$ cat config.mk
export PLATFORM = sky130hd
export DESIGN_NAME = rv64g_l2_dir_ctrl
export DESIGN_NICKNAME = d
export VERILOG_FILES = /design/src/rtl/rv64g_l2_pkg.sv /design/src/rtl/rv64g_l2_dir_next_state.sv /design/src/rtl/rv64g_l2_dir_ctrl.sv
export SDC_FILE = /design/constraint.sdc
export NUM_CORES = 1
export LEC_CHECK = 0
export ABC_CLOCK_PERIOD_IN_PS = 4600
export BUFFER_PORTS_ARGS = -buffer_cell sky130_fd_sc_hd__buf_2
export CORE_MARGIN = 2
export CORE_UTILIZATION = 48
export CTS_CLUSTER_DIAMETER = 100
export DETAILED_ROUTE_END_ITERATION = 12
export HOLD_SLACK_MARGIN = 0.06
export MAX_ROUTING_LAYER = met4
export PLACE_DENSITY = 0.85
export SYNTH_ARGS = -nofsm -noshare
export SYNTH_HDL_FRONTEND = slang
export SYNTH_SLANG_ARGS = --single-unit
$ cat constraint.sdc
create_clock -name clk -period 4.6 [get_ports clk]
set_input_delay 0.23 -clock clk [delete_from_list [all_inputs] [get_ports clk]]
set_output_delay 0.23 -clock clk [all_outputs]
set_load 0.01 [all_outputs]
$ cat src/rtl/rv64g_l2_pkg.sv
//==============================================================================
// rv64g_l2_pkg -- shared opcodes, FSM states and directory entry layout
// Rev 1.0
//==============================================================================
`default_nettype none

package rv64g_l2_pkg;

  localparam int unsigned L2_CORES = 4;
  localparam int unsigned L2_CID_W = $clog2(L2_CORES);

  typedef enum logic [2:0] {
    OP_ACQ_B     = 3'd0,
    OP_ACQ_T     = 3'd1,
    OP_REL_CLEAN = 3'd2,
    OP_REL_DIRTY = 3'd3,
    OP_EVICT     = 3'd4
  } l2_op_e;

  typedef enum logic [2:0] {
    ST_IDLE   = 3'd0,
    ST_LOOKUP = 3'd1,
    ST_PROBE  = 3'd2,
    ST_PWAIT  = 3'd3,
    ST_WRITE  = 3'd4,
    ST_RESP   = 3'd5
  } dir_state_e;

  typedef struct packed {
    logic                dirty;
    logic [L2_CID_W-1:0] owner_id;
    logic                owner_valid;
    logic [L2_CORES-1:0] sharers;
    logic                valid;
  } dir_entry_t;

  function automatic logic [L2_CORES-1:0] core_onehot(input logic [L2_CID_W-1:0] c);
    logic [L2_CORES-1:0] v;
    v    = '0;
    v[c] = 1'b1;
    return v;
  endfunction

endpackage

`default_nettype wire

$ cat src/rtl/rv64g_l2_dir_next_state.sv
//==============================================================================
// rv64g_l2_dir_next_state -- combinational coherence transition for one entry
// Rev 1.0
//==============================================================================
`default_nettype none

module rv64g_l2_dir_next_state
  import rv64g_l2_pkg::*;
(
  input  logic [2:0]          op_i,
  input  logic [L2_CID_W-1:0] core_i,
  input  dir_entry_t          entry_i,
  output dir_entry_t          entry_o,
  output logic [L2_CORES-1:0] mask_o,
  output logic                to_n_o,
  output logic                write_o,
  output logic                grant_t_o,
  output logic                err_o,
  output logic                rel_dirty_o
);

  logic [L2_CORES-1:0] core_bit;
  logic [L2_CORES-1:0] owner_bit;
  logic                own_is_core;

  always_comb begin
    core_bit    = core_onehot(core_i);
    owner_bit   = entry_i.owner_valid ? core_onehot(entry_i.owner_id) : '0;
    own_is_core = entry_i.valid && entry_i.owner_valid && (entry_i.owner_id == core_i);

    entry_o     = '0;
    mask_o      = '0;
    to_n_o      = 1'b0;
    write_o     = 1'b0;
    grant_t_o   = 1'b0;
    err_o       = 1'b0;
    rel_dirty_o = 1'b0;

    case (op_i)
      OP_ACQ_B: begin
        if (!entry_i.valid) begin
          entry_o.valid   = 1'b1;
          entry_o.sharers = core_bit;
          write_o         = 1'b1;
        end else if (!entry_i.owner_valid) begin
          entry_o.valid   = 1'b1;
          entry_o.sharers = entry_i.sharers | core_bit;
          write_o         = 1'b1;
        end else if (own_is_core) begin
          grant_t_o = 1'b1;
        end else begin
          // Remote owner is downgraded to a sharer alongside the requester
          mask_o          = owner_bit;
          entry_o.valid   = 1'b1;
          entry_o.sharers = owner_bit | core_bit;
          write_o         = 1'b1;
        end
      end
      OP_ACQ_T: begin
        if (entry_i.valid) begin
          mask_o = (entry_i.sharers | owner_bit) & ~core_bit;
        end
        to_n_o              = 1'b1;
        entry_o.valid       = 1'b1;
        entry_o.owner_valid = 1'b1;
        entry_o.owner_id    = core_i;
        entry_o.dirty       = 1'b1;
        write_o             = 1'b1;
        grant_t_o           = 1'b1;
      end
      OP_REL_CLEAN, OP_REL_DIRTY: begin
        rel_dirty_o = (op_i == OP_REL_DIRTY);
        if (own_is_core) begin
          entry_o.valid = 1'b1;
          write_o       = 1'b1;
        end else if (entry_i.valid && |(entry_i.sharers & core_bit)) begin
          entry_o         = entry_i;
          entry_o.sharers = entry_i.sharers & ~core_bit;
          write_o         = 1'b1;
        end else if (entry_i.valid) begin
          entry_o = entry_i;
          write_o = 1'b1;
          err_o   = 1'b1;
        end else begin
          err_o = 1'b1;
        end
      end
      OP_EVICT: begin
        if (entry_i.valid) begin
          mask_o = (entry_i.sharers | owner_bit) & ~core_bit;
        end
        to_n_o  = 1'b1;
        write_o = 1'b1;
      end
      default: begin
        err_o = 1'b1;
      end
    endcase
  end

endmodule

`default_nettype wire

$ cat src/rtl/rv64g_l2_dir_ctrl.sv
//==============================================================================
// rv64g_l2_dir_ctrl -- L2 directory read-modify-write engine, one request in flight
// Rev 1.0 | optional: RV64G_L2_DIR_CTRL_STATS_EN adds stat_* counters
//==============================================================================
`default_nettype none

module rv64g_l2_dir_ctrl
  import rv64g_l2_pkg::*;
#(
  parameter  int unsigned SETS  = 256,
  parameter  int unsigned WAYS  = 16,
  parameter  int unsigned CORES = L2_CORES,
  localparam int unsigned SET_W = $clog2(SETS),
  localparam int unsigned WAY_W = $clog2(WAYS),
  localparam int unsigned CID_W = $clog2(CORES)
) (
  input  logic                   clk,
  input  logic                   rst_n,
  input  logic                   req_valid_i,
  output logic                   req_ready_o,
  input  logic [2:0]             req_op_i,
  input  logic [SET_W-1:0]       req_set_i,
  input  logic [WAY_W-1:0]       req_way_i,
  input  logic [CID_W-1:0]       req_core_i,
  output logic [SET_W-1:0]       dir_rd_set_o,
  input  logic [WAYS-1:0]        dir_rd_valid_i,
  input  logic [WAYS*CORES-1:0]  dir_rd_sharers_i,
  input  logic [WAYS-1:0]        dir_rd_owner_valid_i,
  input  logic [WAYS*CID_W-1:0]  dir_rd_owner_id_i,
  input  logic [WAYS-1:0]        dir_rd_dirty_i,
  output logic                   dir_we_o,
  output logic [SET_W-1:0]       dir_wr_set_o,
  output logic [WAY_W-1:0]       dir_wr_way_o,
  output logic                   dir_wr_valid_o,
  output logic [CORES-1:0]       dir_wr_sharers_o,
  output logic                   dir_wr_owner_valid_o,
  output logic [CID_W-1:0]       dir_wr_owner_id_o,
  output logic                   dir_wr_dirty_o,
  output logic                   probe_valid_o,
  input  logic                   probe_ready_i,
  output logic [CORES-1:0]       probe_mask_o,
  output logic                   probe_to_n_o,
  input  logic                   probe_done_i,
  input  logic                   probe_dirty_i,
  output logic                   resp_valid_o,
  input  logic                   resp_ready_i,
  output logic                   resp_grant_t_o,
  output logic                   resp_dirty_o,
  output logic                   resp_err_o
`ifdef RV64G_L2_DIR_CTRL_STATS_EN
  ,
  output logic [31:0]            stat_acq_o,
  output logic [31:0]            stat_probe_o,
  output logic [31:0]            stat_evict_o
`endif
);

  dir_state_e       state_q, state_d;
  logic [2:0]       op_q, op_d;
  logic [SET_W-1:0] set_q, set_d;
  logic [WAY_W-1:0] way_q, way_d;
  logic [CID_W-1:0] core_q, core_d;
  dir_entry_t       entry_q, entry_d;
  logic [CORES-1:0] mask_q, mask_d;
  logic             to_n_q, to_n_d;
  logic             grant_q, grant_d;
  logic             err_q, err_d;
  logic             rdirty_q, rdirty_d;
  logic             pdirty_en_q, pdirty_en_d;

  dir_entry_t          rd_entry;
  dir_entry_t          ns_entry;
  logic [L2_CORES-1:0] ns_mask;
  logic                ns_to_n, ns_write, ns_grant, ns_err, ns_rel_dirty;

  always_comb begin
    rd_entry             = '0;
    rd_entry.valid       = dir_rd_valid_i[way_q];
    rd_entry.sharers     = dir_rd_sharers_i[way_q*CORES +: CORES];
    rd_entry.owner_valid = dir_rd_owner_valid_i[way_q];
    rd_entry.owner_id    = dir_rd_owner_id_i[way_q*CID_W +: CID_W];
    rd_entry.dirty       = dir_rd_dirty_i[way_q];
  end

  rv64g_l2_dir_next_state u_next (
    .op_i        (op_q),
    .core_i      (core_q),
    .entry_i     (rd_entry),
    .entry_o     (ns_entry),
    .mask_o      (ns_mask),
    .to_n_o      (ns_to_n),
    .write_o     (ns_write),
    .grant_t_o   (ns_grant),
    .err_o       (ns_err),
    .rel_dirty_o (ns_rel_dirty)
  );

  always_ff @(posedge clk or negedge rst_n) begin
    if (!rst_n) begin
      state_q     <= ST_IDLE;
      op_q        <= '0;
      set_q       <= '0;
      way_q       <= '0;
      core_q      <= '0;
      entry_q     <= '0;
      mask_q      <= '0;
      to_n_q      <= 1'b0;
      grant_q     <= 1'b0;
      err_q       <= 1'b0;
      rdirty_q    <= 1'b0;
      pdirty_en_q <= 1'b0;
    end else begin
      state_q     <= state_d;
      op_q        <= op_d;
      set_q       <= set_d;
      way_q       <= way_d;
      core_q      <= core_d;
      entry_q     <= entry_d;
      mask_q      <= mask_d;
      to_n_q      <= to_n_d;
      grant_q     <= grant_d;
      err_q       <= err_d;
      rdirty_q    <= rdirty_d;
      pdirty_en_q <= pdirty_en_d;
    end
  end

  always_comb begin
    state_d     = state_q;
    op_d        = op_q;
    set_d       = set_q;
    way_d       = way_q;
    core_d      = core_q;
    entry_d     = entry_q;
    mask_d      = mask_q;
    to_n_d      = to_n_q;
    grant_d     = grant_q;
    err_d       = err_q;
    rdirty_d    = rdirty_q;
    pdirty_en_d = pdirty_en_q;

    req_ready_o          = 1'b0;
    dir_rd_set_o         = '0;
    dir_we_o             = 1'b0;
    dir_wr_set_o         = '0;
    dir_wr_way_o         = '0;
    dir_wr_valid_o       = 1'b0;
    dir_wr_sharers_o     = '0;
    dir_wr_owner_valid_o = 1'b0;
    dir_wr_owner_id_o    = '0;
    dir_wr_dirty_o       = 1'b0;
    probe_valid_o        = 1'b0;
    probe_mask_o         = '0;
    probe_to_n_o         = 1'b0;
    resp_valid_o         = 1'b0;
    resp_grant_t_o       = 1'b0;
    resp_dirty_o         = 1'b0;
    resp_err_o           = 1'b0;

    unique case (state_q)
      ST_IDLE: begin
        // Ready drops immediately with reset so every output reads 0 while held
        req_ready_o = rst_n;
        if (req_valid_i) begin
          op_d    = req_op_i;
          set_d   = req_set_i;
          way_d   = req_way_i;
          core_d  = req_core_i;
          state_d = ST_LOOKUP;
        end
      end
      ST_LOOKUP: begin
        dir_rd_set_o = set_q;
        entry_d      = ns_entry;
        mask_d       = ns_mask;
        to_n_d       = ns_to_n;
        grant_d      = ns_grant;
        err_d        = ns_err;
        rdirty_d     = ns_rel_dirty;
        // Evict only reports probe data as dirty when the line was already dirty
        pdirty_en_d  = (op_q != OP_EVICT) || rd_entry.dirty;
        if (ns_mask != '0)  state_d = ST_PROBE;
        else if (ns_write)  state_d = ST_WRITE;
        else                state_d = ST_RESP;
      end
      ST_PROBE: begin
        probe_valid_o = 1'b1;
        probe_mask_o  = mask_q;
        probe_to_n_o  = to_n_q;
        if (probe_ready_i) state_d = ST_PWAIT;
      end
      ST_PWAIT: begin
        if (probe_done_i) begin
          rdirty_d = rdirty_q | (probe_dirty_i & pdirty_en_q);
          state_d  = ST_WRITE;
        end
      end
      ST_WRITE: begin
        dir_we_o             = 1'b1;
        dir_wr_set_o         = set_q;
        dir_wr_way_o         = way_q;
        dir_wr_valid_o       = entry_q.valid;
        dir_wr_sharers_o     = entry_q.sharers;
        dir_wr_owner_valid_o = entry_q.owner_valid;
        dir_wr_owner_id_o    = entry_q.owner_id;
        dir_wr_dirty_o       = entry_q.dirty;
        state_d              = ST_RESP;
      end
      ST_RESP: begin
        resp_valid_o   = 1'b1;
        resp_grant_t_o = grant_q;
        resp_dirty_o   = rdirty_q;
        resp_err_o     = err_q;
        if (resp_ready_i) state_d = ST_IDLE;
      end
      default: begin
        state_d = ST_IDLE;
      end
    endcase
  end

`ifdef RV64G_L2_DIR_CTRL_STATS_EN
  logic [31:0] stat_acq_q, stat_probe_q, stat_evict_q;
  logic        req_fire;

  assign req_fire = req_valid_i && req_ready_o;

  always_ff @(posedge clk or negedge rst_n) begin
    if (!rst_n) begin
      stat_acq_q   <= '0;
      stat_probe_q <= '0;
      stat_evict_q <= '0;
    end else begin
      if (req_fire && ((req_op_i == OP_ACQ_B) || (req_op_i == OP_ACQ_T)))
        stat_acq_q <= stat_acq_q + 32'd1;
      if (probe_valid_o && probe_ready_i)
        stat_probe_q <= stat_probe_q + 32'd1;
      if (req_fire && (req_op_i == OP_EVICT))
        stat_evict_q <= stat_evict_q + 32'd1;
    end
  end

  assign stat_acq_o   = stat_acq_q;
  assign stat_probe_o = stat_probe_q;
  assign stat_evict_o = stat_evict_q;
`endif

endmodule

`default_nettype wire

==> results.md, run 1 <==
- Register area share after synthesis: 27.8%
- Top cells by area, synth: dfrtp_1 (28%), mux4_2 (18%), mux4_1 (12%)
- Die span in x: 88.5 um
- Final #Nets: 668
- Syn avg cell area: 11.1 um^2
- WL final: 10.6 mm
- Dpl hpwl: 8.64 mm
- P_leak: 2.25 nW
- GP Congestion: 0.964
- Routed Antenna Nets: 0
- Ys flop type: dfrtp_1
- Critical Path Start Type: register
- Avg WL per Cell: 17.8 um
- Final period util: 73.1%
- Hold_buf cts: 0
- Met3 Wirelength: 716 um
- Via count: 3,414
- Pwr dens: 620 mW/mm^2
- Worst Tran Pin Value: 1140 ps
- Worst-case headroom to the max-slew limit: 23.4%
- H-tree levels: 2
- Crit path cell chain: mux4_1 > mux2i_1 > mux2i_1 > xor2_1 > nor3_2 > nor4bb_1 > buf_4 > a221oi_1 > nor2_1
- Met2 routed WL: 5.53 mm
- Via-to-Cell Ratio: 5.73
- Setup_tns: 0 ps
- Overflow after GRT: 0
- Top cells by count, synth: and2_1 (41), dfrtp_1 (38), nand2_1 (33), mux4_2 (28), mux2_2 (17)
- Max cap viols: 0
- Critical path's most frequent cell: mux2i_1
- Global-route wire length before repair: 16.2 mm
- Post-CTS Resized: 0
- Share of cells above drive strength 1: 53.8%
- CTS tree: done
- Number of synthesized flops with an enable pin: 0
- Clock skew: 9.15 ps
- CP endpoint kind: register
- Async SR Flop Fraction: 100%
- Core area: 0.00683 mm^2
- Largest net degree at the start of global routing: 40
- Most common cell in the netlist: and2_1
- Drt drc: 0
- Total power: 2.81 mW
- # IOs: 209
- Post-synth top area share: 27.8%
- Hold Path Class: input pin to async pin
- Fin crit period: 3360 ps
- Synthesized flop and latch total: 38
- Postcts setup bufs: 0
- Initial antenna violation count: 0
- Clk_lat worst skew: 290 ps
- Worst EP arrival: 3530 ps
- Final std cells w/o fill: 596
- CP max FO: 17
- Slowest CP cell: dfrtp_1
- DR iter-0 viols: 310
- Status: complete, no violations
- N_diodes: 0
- Area Overhead vs Synth: 32.4%
- Die area: 0.00782 mm^2
- Inst Count DP: 589
- Post-Syn Nets: 476
- Syn Std Cell Area: 0.00342 mm^2
- Req. time, crit path: 4770 ps
- CTS Buf Count: 5
- Port bufs: 208
- Clock root buffer: clkbuf_8
- Highest routed metal layer: met4
- Worst hold margin: 37.4 ps
- Rows: 30
- Vias in the first global route: 3,347
- Initial Utilization: 50.1%
- Die H: 88.5 um
- RSZ-0062 raised after global routing: no
- TritonCTS Sinks: 38
- Slew Viols, Final: 0
- CTS max path bufs: 2
- Syn Inst Count: 308
- Number of failing hold endpoints at the final stage: 0
- Area leader, netlist: dfrtp_1
- Worst r2r dst: entry_q[6]$_DFFE_PN0P_
- Cell variety after synth: 47
- Tot GR Track Use: 28.2%
- Reg2reg path depth: 9
- Clk pin slew, worst setup/hold paths: 80 ps
- Met1 wire length: 4.24 mm
- First-pass iteration count of the detailed router: 4
- Maximum vdd drop: 0.305 mV
- Setup slack, reg-to-reg: 1240 ps
- Final setup viols: 0
- Fmax: 0.297 GHz
- Crit Reg-Reg Startpoint: way_q[0]$_DFFE_PN0P_
- CP Class: register to register
- Synth warnings: 0
- Max incr delay on CP: 890 ps
-- worst max-delay path: cells and delay by family (launching register included) --
family | cells | cell delay [ps]
AOI/OAI and AO/OA | 1 | 330
buffers and inverters | 1 | 180
xor gates and xnor gates | 1 | 240
DFF | 1 | 890
muxes | 3 | 1010
and+or+nand+nor | 3 | 570
-- where the power goes --
group | switching [mW] | internal [mW]
clock | 0.119 | 0.102
combinational | 0.903 | 0.961
sequential | 0.232 | 0.492
-- per-stage QoR --
stage	utilization, %	worst slack, ps	area (um^2)
after floorplan	-	1870	3420
after global placement	65.2	1340	4450
after detailed placement	65.2	1280	4450
after CTS	66.4	1270	4530
after global routing	66.4	1040	4530
final	66.4	1240	4530
-- flip-flops by register name, indices dropped and copies added, names as in the netlist --
signal and count:
pdirty_en_q 1, entry_q 9, state_q 3, rdirty_q 1
grant_q 1, way_q 4, err_q 1, op_q 3
mask_q 4, core_q 2, set_q 8, to_n_q 1
-- cells in the final DEF (no fill, tap or decap), types with 3 or more instances in the layout --
cell type  netlist  layout
a21oi_1         15      15
and2_1          41      41
and3_1           4       4
buf_2            7     208
buf_4            3       5
clkbuf_8         0       5
dfrtp_1         38      38
inv_1            3       3
mux2_2          17      17
mux2i_1          8       8
mux4_1          15      15
mux4_2          28      28
nand2_1         33      33
nand2b_1         7       7
nand3_1          5       5
nor2_1          14      14
nor2b_1          4       4
nor3_1           4       4
o211ai_1         4       4
o21ai_0          5       5
o22ai_1          3       3
-- cell type report --
cell class | count | area (um^2)
clock inverters | 2 | 10.0
inverters | 3 | 11.3
clock buffers | 5 | 68.8
multi-input cells | 239 | 2290
repair buffers | 213 | 1080
fillers | 591 | 2300
flip-flops and latches | 38 | 951
well taps | 96 | 120
-- cell families (layout without fill, tap and decap cells) --
family                 count (synthesis)  count (layout)  share of synthesized area [%]
multiplexers                          68              68                           37.9
XOR/XNOR                               3               3                          0.768
AND/OR/NAND/NOR                      120             120                           18.9
AO/OA/AOI/OAI                         48              48                           9.28
buffers and inverters                 31             223                           5.37
flip-flops                            38              38                           27.8
-- layer usage --
| metal | vias up | global-route usage [%] |
|---|---|---|
| li1 | 1554 | - |
| met1 | 1672 | 36.2 |
| met4 | 0 | 6.61 |
| met5 | - | - |
| met2 | 178 | 47.2 |
| met3 | 10 | 4.66 |
-- worst max path at each step --
stage	start	end	slack [ps]
2_1_floorplan	way_q[1]$_DFFE_PN0P_	err_q$_DFFE_PN0P_	1870
3_3_place_gp	way_q[0]$_DFFE_PN0P_	err_q$_DFFE_PN0P_	1340
3_5_place_dp	way_q[0]$_DFFE_PN0P_	err_q$_DFFE_PN0P_	1280
4_1_cts	way_q[0]$_DFFE_PN0P_	entry_q[6]$_DFFE_PN0P_	1270
5_1_grt	way_q[3]$_DFFE_PN0P_	entry_q[7]$_DFFE_PN0P_	1040
6_report	way_q[0]$_DFFE_PN0P_	entry_q[6]$_DFFE_PN0P_	1240
No activity file was read; power rests on OpenSTA's default activity.
==> run 2, diff against run 1 <==
--- a/config.mk
+++ b/config.mk
@@ -5,15 +5,16 @@
 export SDC_FILE = /design/constraint.sdc
 export NUM_CORES = 1
 export LEC_CHECK = 0
-export ABC_CLOCK_PERIOD_IN_PS = 4600
+export ABC_AREA = 1
+export ABC_CLOCK_PERIOD_IN_PS = 3300
 export BUFFER_PORTS_ARGS = -buffer_cell sky130_fd_sc_hd__buf_2
 export CORE_MARGIN = 2
-export CORE_UTILIZATION = 48
+export CORE_UTILIZATION = 46
 export CTS_CLUSTER_DIAMETER = 100
 export DETAILED_ROUTE_END_ITERATION = 12
 export HOLD_SLACK_MARGIN = 0.06
 export MAX_ROUTING_LAYER = met4
-export PLACE_DENSITY = 0.85
+export PLACE_DENSITY = 0.8
 export SYNTH_ARGS = -nofsm -noshare
 export SYNTH_HDL_FRONTEND = slang
 export SYNTH_SLANG_ARGS = --single-unit
==> constraint.sdc (replaced) <==
create_clock -name clk -period 3.3 [get_ports clk]
set_input_delay 0.165 -clock clk [delete_from_list [all_inputs] [get_ports clk]]
set_output_delay 0.165 -clock clk [all_outputs]
set_load 0.01 [all_outputs]
==> run 2 against run 1 <==
Final cell count increased by 58%. Fmax is 37% higher. Register-to-register slack worse by 400 ps. Non-clock buffer count increased by 4. Total power grew 42%. Setup slack got worse by 400 ps. Combinational power up 54%. Area after synthesis up 8.2%. Critical path type unchanged. Largest cell class unchanged.
==> results.md, run 2 <==
- Status: complete, no violations
- Max reg flops: 9
- Final Worst Setup Slack: 837 ps
- Final #Nets: 1,008
- Initial Utilization: 47.7%
- Final setup viols: 0
- Routed Antenna Nets: 0
- Maximum vdd drop: 0.515 mV
- Pre-CTS setup slack: 879 ps
- Hold Path Depth: 3
- Setup slack, reg-to-reg: 840 ps
- Syn Inst Count: 652
- Post-Syn Nets: 820
- Most flop-heavy register: entry_q
- Clk_lat worst skew: 290 ps
- Slew Viols, Final: 0
- Number of synthesized flops with an enable pin: 0
- Highest routed metal layer: met4
- Largest net degree at the start of global routing: 73
- Register area share after synthesis: 25.7%
- Net switching power: 2.22 mW
- Hold_buf cts: 1
- Via count: 4,910
- Die area: 0.00879 mm^2
- Drt drc: 0
- CP Class: register to register
- Most common cell after layout, fill and taps aside: buf_2
- Syn Std Cell Area: 0.00370 mm^2
- Req. time, crit path: 3480 ps
- Dpl hpwl: 9.92 mm
- Top cells by count, synth: nand2_1 (154), nor2_1 (137), inv_1 (83), o21ai_0 (55), nand3_1 (54)
- Critical Path Start Type: register
- P_leak: 2.79 nW
- Post-CTS Resized: 0
- Global-route wire length before repair: 20.5 mm
- Share of cells above drive strength 1: 28.7%
- Async SR Flop Fraction: 100%
- Comb power frac: 71.9%
- TritonCTS Sinks: 38
- Worst EP arrival: 2640 ps
- Critical path launch point: way_q[0]$_DFFE_PN0P_
- Syn avg cell area: 5.68 um^2
- Pwr dens: 824 mW/mm^2
- # IOs: 209
- CP max FO: 53
- Final std cells w/o fill: 943
- CTS Buf Count: 5
- Cell variety after synth: 29
- N_diodes: 0
- Top cells by area, synth: dfrtp_1 (26%), nand2_1 (16%), nor2_1 (14%)
- Die span in x: 93.7 um
- Switch share: 55.5%
- Clock skew: 6.81 ps
- Synthesized flop and latch total: 38
- Overflow after GRT: 0
- Reg area: 952 um^2
- Inst Count DP: 934
- Fillers: 769
- Most common cell in the netlist: nand2_1
- Area leader, netlist: dfrtp_1
- Hold_sp: req_set_i[0]
- Met1 wire length: 5.78 mm
- Fin crit period: 2460 ps
- H-tree levels: 2
- GP Congestion: 0.998
- Worst r2r dst: state_q[1]$_DFFE_PN0P_
- Worst hold margin: 125 ps
- Reg2reg path depth: 18
- Fmax: 0.406 GHz
- Final period util: 74.6%
- Most frequent cells in the layout: buf_2 (208), nand2_1 (154), nor2_1 (137)
- Core area: 0.00777 mm^2
- Crit Reg-Reg Startpoint: way_q[0]$_DFFE_PN0P_
- Hold Path Class: input pin to register
- Via-to-Cell Ratio: 5.21
- Die H: 93.7 um
- Final Util: 62.4%
- Flop pwr share: 19.7%
- Setup_tns: 0 ps
- Worst-case headroom to the max-slew limit: 39.8%
- Ys flop type: dfrtp_1
- CP endpoint kind: register
- Worst Tran Pin Value: 902 ps
- RSZ-0062 raised after global routing: no
- Largest regs: entry_q x9, set_q x8
- Area Overhead vs Synth: 30.9%
- Clk pin slew, worst setup/hold paths: 80 ps
- Avg WL per Cell: 13.7 um
- Clock root buffer: clkbuf_8
- Port bufs: 208
- Postcts setup bufs: 0
- Tot GR Track Use: 29.3%
- CTS max path bufs: 2
- Met3 Wirelength: 889 um
- CTS tree: done
- Vias in the first global route: 4,510
- Initial antenna violation count: 0
- First-pass iteration count of the detailed router: 5
- Met2 routed WL: 5.98 mm
- WL final: 12.9 mm
- Rows: 32
- Synth warnings: 0
- Clock network fraction of design power: 8.4%
- Hold EP: set_q[0]$_DFFE_PN0P_
- DR iter-0 viols: 354
- Max cap viols: 0
- Post-synth top area share: 25.7%
- Number of failing hold endpoints at the final stage: 0
- Multi-input logic area: 0.00222 mm^2
- Internal power: 1.78 mW
## run 2: cell count changes in the layout (fill, tap and decap cells not counted), sizes merged, moves of 7 or more
cell,before,now
a21oi,15,34
and2,41,0
inv,3,86
mux2,17,0
mux2i,8,0
mux4,43,0
nand2,33,162
nand2b,7,0
nand3,5,57
nor2,14,137
o211ai,4,17
o21ai,7,58
## run 2: layout make-up
cell class,count,area share [%]
multi-input cells,491,45.9
repair buffers,217,23.2
well taps,102,2.63
inverters,87,6.73
flip-flops and latches,38,19.6
clock buffers,6,1.70
clock inverters,2,0.258
## run 2: per-stage QoR
step	area, um^2	power (mW)
finish	4850	4.00
global route	4850	4.40
CTS	4850	3.98
detailed placement	4740	3.64
global placement	4740	3.61
floorplan	3700	2.92
## run 2: routing by layer
layer,vias up,track usage [%]
met5,-,-
met1,2197,38.3
met4,0,7.37
met3,29,3.53
met2,237,48.6
li1,2447,-
## run 2: kinds of logic (layout without fill, tap and decap cells)
group / count (synthesis) / count (layout) / synth area share (%)
flip-flops: 38 / 38 / 25.7
AO/OA/AOI/OAI: 125 / 125 / 19.2
AND/OR/NAND/NOR: 366 / 366 / 40.9
buffers and inverters: 123 / 312 / 14.3
## run 2: how the worst max path moves through the flow
stage,to,slack [ps],cells after the start
floorplan,state_q[2]$_DFFE_PN0P_,1350,18
global placement,state_q[2]$_DFFE_PN0P_,900,17
detailed placement,state_q[1]$_DFFE_PN0P_,880,18
CTS,state_q[1]$_DFFE_PN0P_,870,18
global route,state_q[2]$_DFFE_PN0P_,510,16
finish,state_q[1]$_DFFE_PN0P_,840,18
## run 2: worst max-delay path, cell delays in order, from the launching register on
cell and delay (ps):
dfrtp_2 370, buf_4 400, nand2_1 110, nand2_1 90, nand2_1 50, nand3_1 70, nand3_1 110, nand2_2 210
nand2_4 100, inv_2 100, nand3_4 100, nand2_4 120, nand2_1 60, nand2_1 70, nand2_1 70, o21ai_1 140
nand2_1 60, nand2_1 60, nand2_1 50
## run 2: power by group through the flow
stage / clock (mW) / sequential, mW / combinational, mW
global route: 0.356 / 0.804 / 3.24
global placement: 0 / 0.783 / 2.83
finish: 0.337 / 0.785 / 2.87
detailed placement: 0 / 0.790 / 2.85
CTS: 0.342 / 0.781 / 2.86
floorplan: 0 / 0.743 / 2.18
==> run 3, diff against run 2 <==
--- a/config.mk
+++ b/config.mk
@@ -6,15 +6,15 @@
 export NUM_CORES = 1
 export LEC_CHECK = 0
 export ABC_AREA = 1
-export ABC_CLOCK_PERIOD_IN_PS = 3300
+export ABC_CLOCK_PERIOD_IN_PS = 2100
 export BUFFER_PORTS_ARGS = -buffer_cell sky130_fd_sc_hd__buf_2
 export CORE_MARGIN = 2
-export CORE_UTILIZATION = 46
+export CORE_UTILIZATION = 41
 export CTS_CLUSTER_DIAMETER = 100
 export DETAILED_ROUTE_END_ITERATION = 12
 export HOLD_SLACK_MARGIN = 0.06
 export MAX_ROUTING_LAYER = met4
-export PLACE_DENSITY = 0.8
+export PLACE_DENSITY = 0.75
 export SYNTH_ARGS = -nofsm -noshare
 export SYNTH_HDL_FRONTEND = slang
 export SYNTH_SLANG_ARGS = --single-unit
==> constraint.sdc (replaced) <==
create_clock -name clk -period 2.1 [get_ports clk]
set_input_delay 0.105 -clock clk [delete_from_list [all_inputs] [get_ports clk]]
set_output_delay 0.105 -clock clk [all_outputs]
set_load 0.01 [all_outputs]
==> run 3 against run 2 <==
The flow now finishes with violations (setup timing). First-iteration DRC count up 37%. Clock power up 51%. Hold slack worse by 58 ps. Combinational power up 120%. Clock skew up 6.9 ps. Via count up 7.5%. Setup slack worse by 950 ps. Register-to-register slack worse by 950 ps. Sequential share of layout area down 2.9 points. Core utilization up 2.7 points. Global-route usage down 1.3 points. Highest routed layer unchanged.
==> results.md, run 3 (synthesis results as in run 2) <==
- Status: complete, but fails checks
- Violated checks: setup timing
- Final #Nets: 1,062
- Final Util: 65.1%
- Worst hold margin: 66.7 ps
- Port bufs: 208
- Core area: 0.00872 mm^2
- Gr busiest metal: met2
- CP endpoint kind: register
- Req. time, crit path: 2280 ps
- Fmax: 0.452 GHz
- DR iter-0 viols: 486
- CTS max path bufs: 2
- Area Overhead vs Synth: 53.3%
- Met2 GRT Util: 46.0%
- Die span in x: 99.0 um
- Fillers: 769
- Final period util: 105%
- CTS tree: done
- Fin crit period: 2210 ps
- CP max FO: 13
- Die H: 99.0 um
- Worst EP arrival: 2400 ps
- Pwr dens: 1440 mW/mm^2
- Max incr delay on CP: 460 ps
- Global Route met1 Usage: 34.2%
- GP Congestion: 1.12
- H-tree levels: 2
- Critical path's most frequent cell: nand2_1
- Clk pin slew, worst setup/hold paths: 80 ps
- Routed Antenna Nets: 0
- Reg area: 952 um^2
- Drt drc: 0
- Crit path cell chain: buf_6 > buf_16 > nand2_1 > nand2_1 > nand2_1 > nand3_1 > nand3_2 > nand2_4 > nand2_4 > inv_2 > nand3_4 > nand2_4 > nand2_2 > nand2_2 > nand2_1 > o21ai_1 > nand2_1 > nand2_1 > nand2_1
- Final Worst Setup Slack: -114 ps
- Clock skew: 13.7 ps
- Most frequent cells in the layout: buf_2 (208), nand2_1 (139), nor2_1 (132)
- Global-route wire length before repair: 22.2 mm
- Worst Tran Pin Value: 685 ps
- Multi-input logic area: 0.00242 mm^2
- Slew Viols, Final: 0
- Max cap viols: 0
- Hold Path Class: input pin to register
- Setup slack, reg-to-reg: -110 ps
- Final setup viols: 11
- Max reg flops: 9
- Slowest CP cell: dfrtp_2
- Share of cells above drive strength 1: 38.2%
- CP Class: register to register
- Via-to-Cell Ratio: 5.26
- Dpl hpwl: 10.4 mm
- Clk_lat worst skew: 290 ps
- Via count: 5,279
- Tot GR Track Use: 28.0%
- # IOs: 209
- Post-route cell area: 0.00568 mm^2
- P_leak: 3.16 nW
- Final std cells w/o fill: 1,003
- Clock root buffer: clkbuf_8
- M3 GR Usage: 5.25%
- Initial Utilization: 42.5%
- Maximum vdd drop: 0.762 mV
- First-pass iteration count of the detailed router: 6
- Most flop-heavy register: entry_q
- RSZ-0062 raised after global routing: yes
- Rows: 34
- Critical Path Start Type: register
- Initial antenna violation count: 0
- Largest regs: entry_q x9, set_q x8
- Die area: 0.00981 mm^2
- N_diodes: 0
- TritonCTS Sinks: 38
- Placed cell areas: 0.00505 mm^2
- Number of failing hold endpoints at the final stage: 0
- Vias in the first global route: 5,067
- Worst path bufs/invs: 3
- Overflow after GRT: 0
- Worst-case headroom to the max-slew limit: 54.3%
- Avg WL per Cell: 14.3 um
- Inst Count DP: 971
- Crit path max-delay family: simple AND/OR/NAND/NOR gates
- WL final: 14.4 mm
- CTS Buf Count: 5
- Largest net degree at the start of global routing: 39
- Most common cell after layout, fill and taps aside: buf_2
[run 3: cell types whose count changed in the layout (fill, tap and decap cells not counted), moves of 7 or more]
cell     delta
nand2_1    -15
nand2_2    +13
nand3_1    -15
a21oi_1     -7
buf_4      +33
o21ai_0    -18
o21ai_1    +13
a21oi_2     +7
nand3_2    +15
[run 3: layer usage]
metal / up-vias / wire [um]
met2: 299 / 6930
met4: 0 / 463
li1: 2566 / -
met1: 2355 / 5620
met5: - / 0
met3: 59 / 1340
[run 3: stage by stage]
| step | setup WS [ps] | power, mW | TNS [ps] |
|---|---|---|---|
| 2_1_floorplan | 152 | 4.60 | 0 |
| 3_3_place_gp | -76.1 | 6.27 | -95.6 |
| 3_5_place_dp | -91.8 | 6.42 | -185 |
| 4_1_cts | -68.1 | 7.24 | -133 |
| 5_1_grt | -248 | 8.82 | -2000 |
| 6_report | -114 | 8.18 | -454 |
[run 3: timing repair]
item                                    CTS  global route
pin swaps                                 3            26
endpoints found under the hold margin    41             0
gates cloned                              2             8
buffers inserted                          3             7
resized for setup                        13            68
hold buffers                              4             0
endpoints found under the setup margin    6            38
[run 3: area by class of cell]
class,instances,share of cell area (%)
Timing Repair Buffer,270,30.6
Multi-Input combinational cell,491,42.6
Clock inverter,1,0.0881
Sequential cell,38,16.8
Timing Repair inverter,1,0.132
Clock buffer,7,1.52
Inverter,87,5.95
Tap cell,108,2.38
[run 3: final timing paths]
path                                       from                     end  cells after the start
max reg2reg                way_q[0]$_DFFE_PN0P_  state_q[1]$_DFFE_PN0P_                     19
min in group asynchronous                 rst_n  entry_q[8]$_DFFE_PN0P_                      3
max in group asynchronous                 rst_n    way_q[0]$_DFFE_PN0P_                      3
min                               req_core_i[0]   core_q[0]$_DFFE_PN0P_                      3
min reg2reg                  to_n_q$_DFFE_PN0P_      to_n_q$_DFFE_PN0P_                      2
max                        way_q[0]$_DFFE_PN0P_  state_q[1]$_DFFE_PN0P_                     19
[run 3: tightest hold or removal path: cells and delay by family]
| family | cells | cell delay [ps] |
|---|---|---|
| compound gates | 1 | 90 |
| buf+inv | 1 | 80 |
| simple gates | 1 | 30 |
[run 3: power breakdown]
group	switching (mW)	internal [mW]
clock	0.244	0.265
sequential	0.182	1.03
combinational	3.75	2.70
total	4.18	4.00
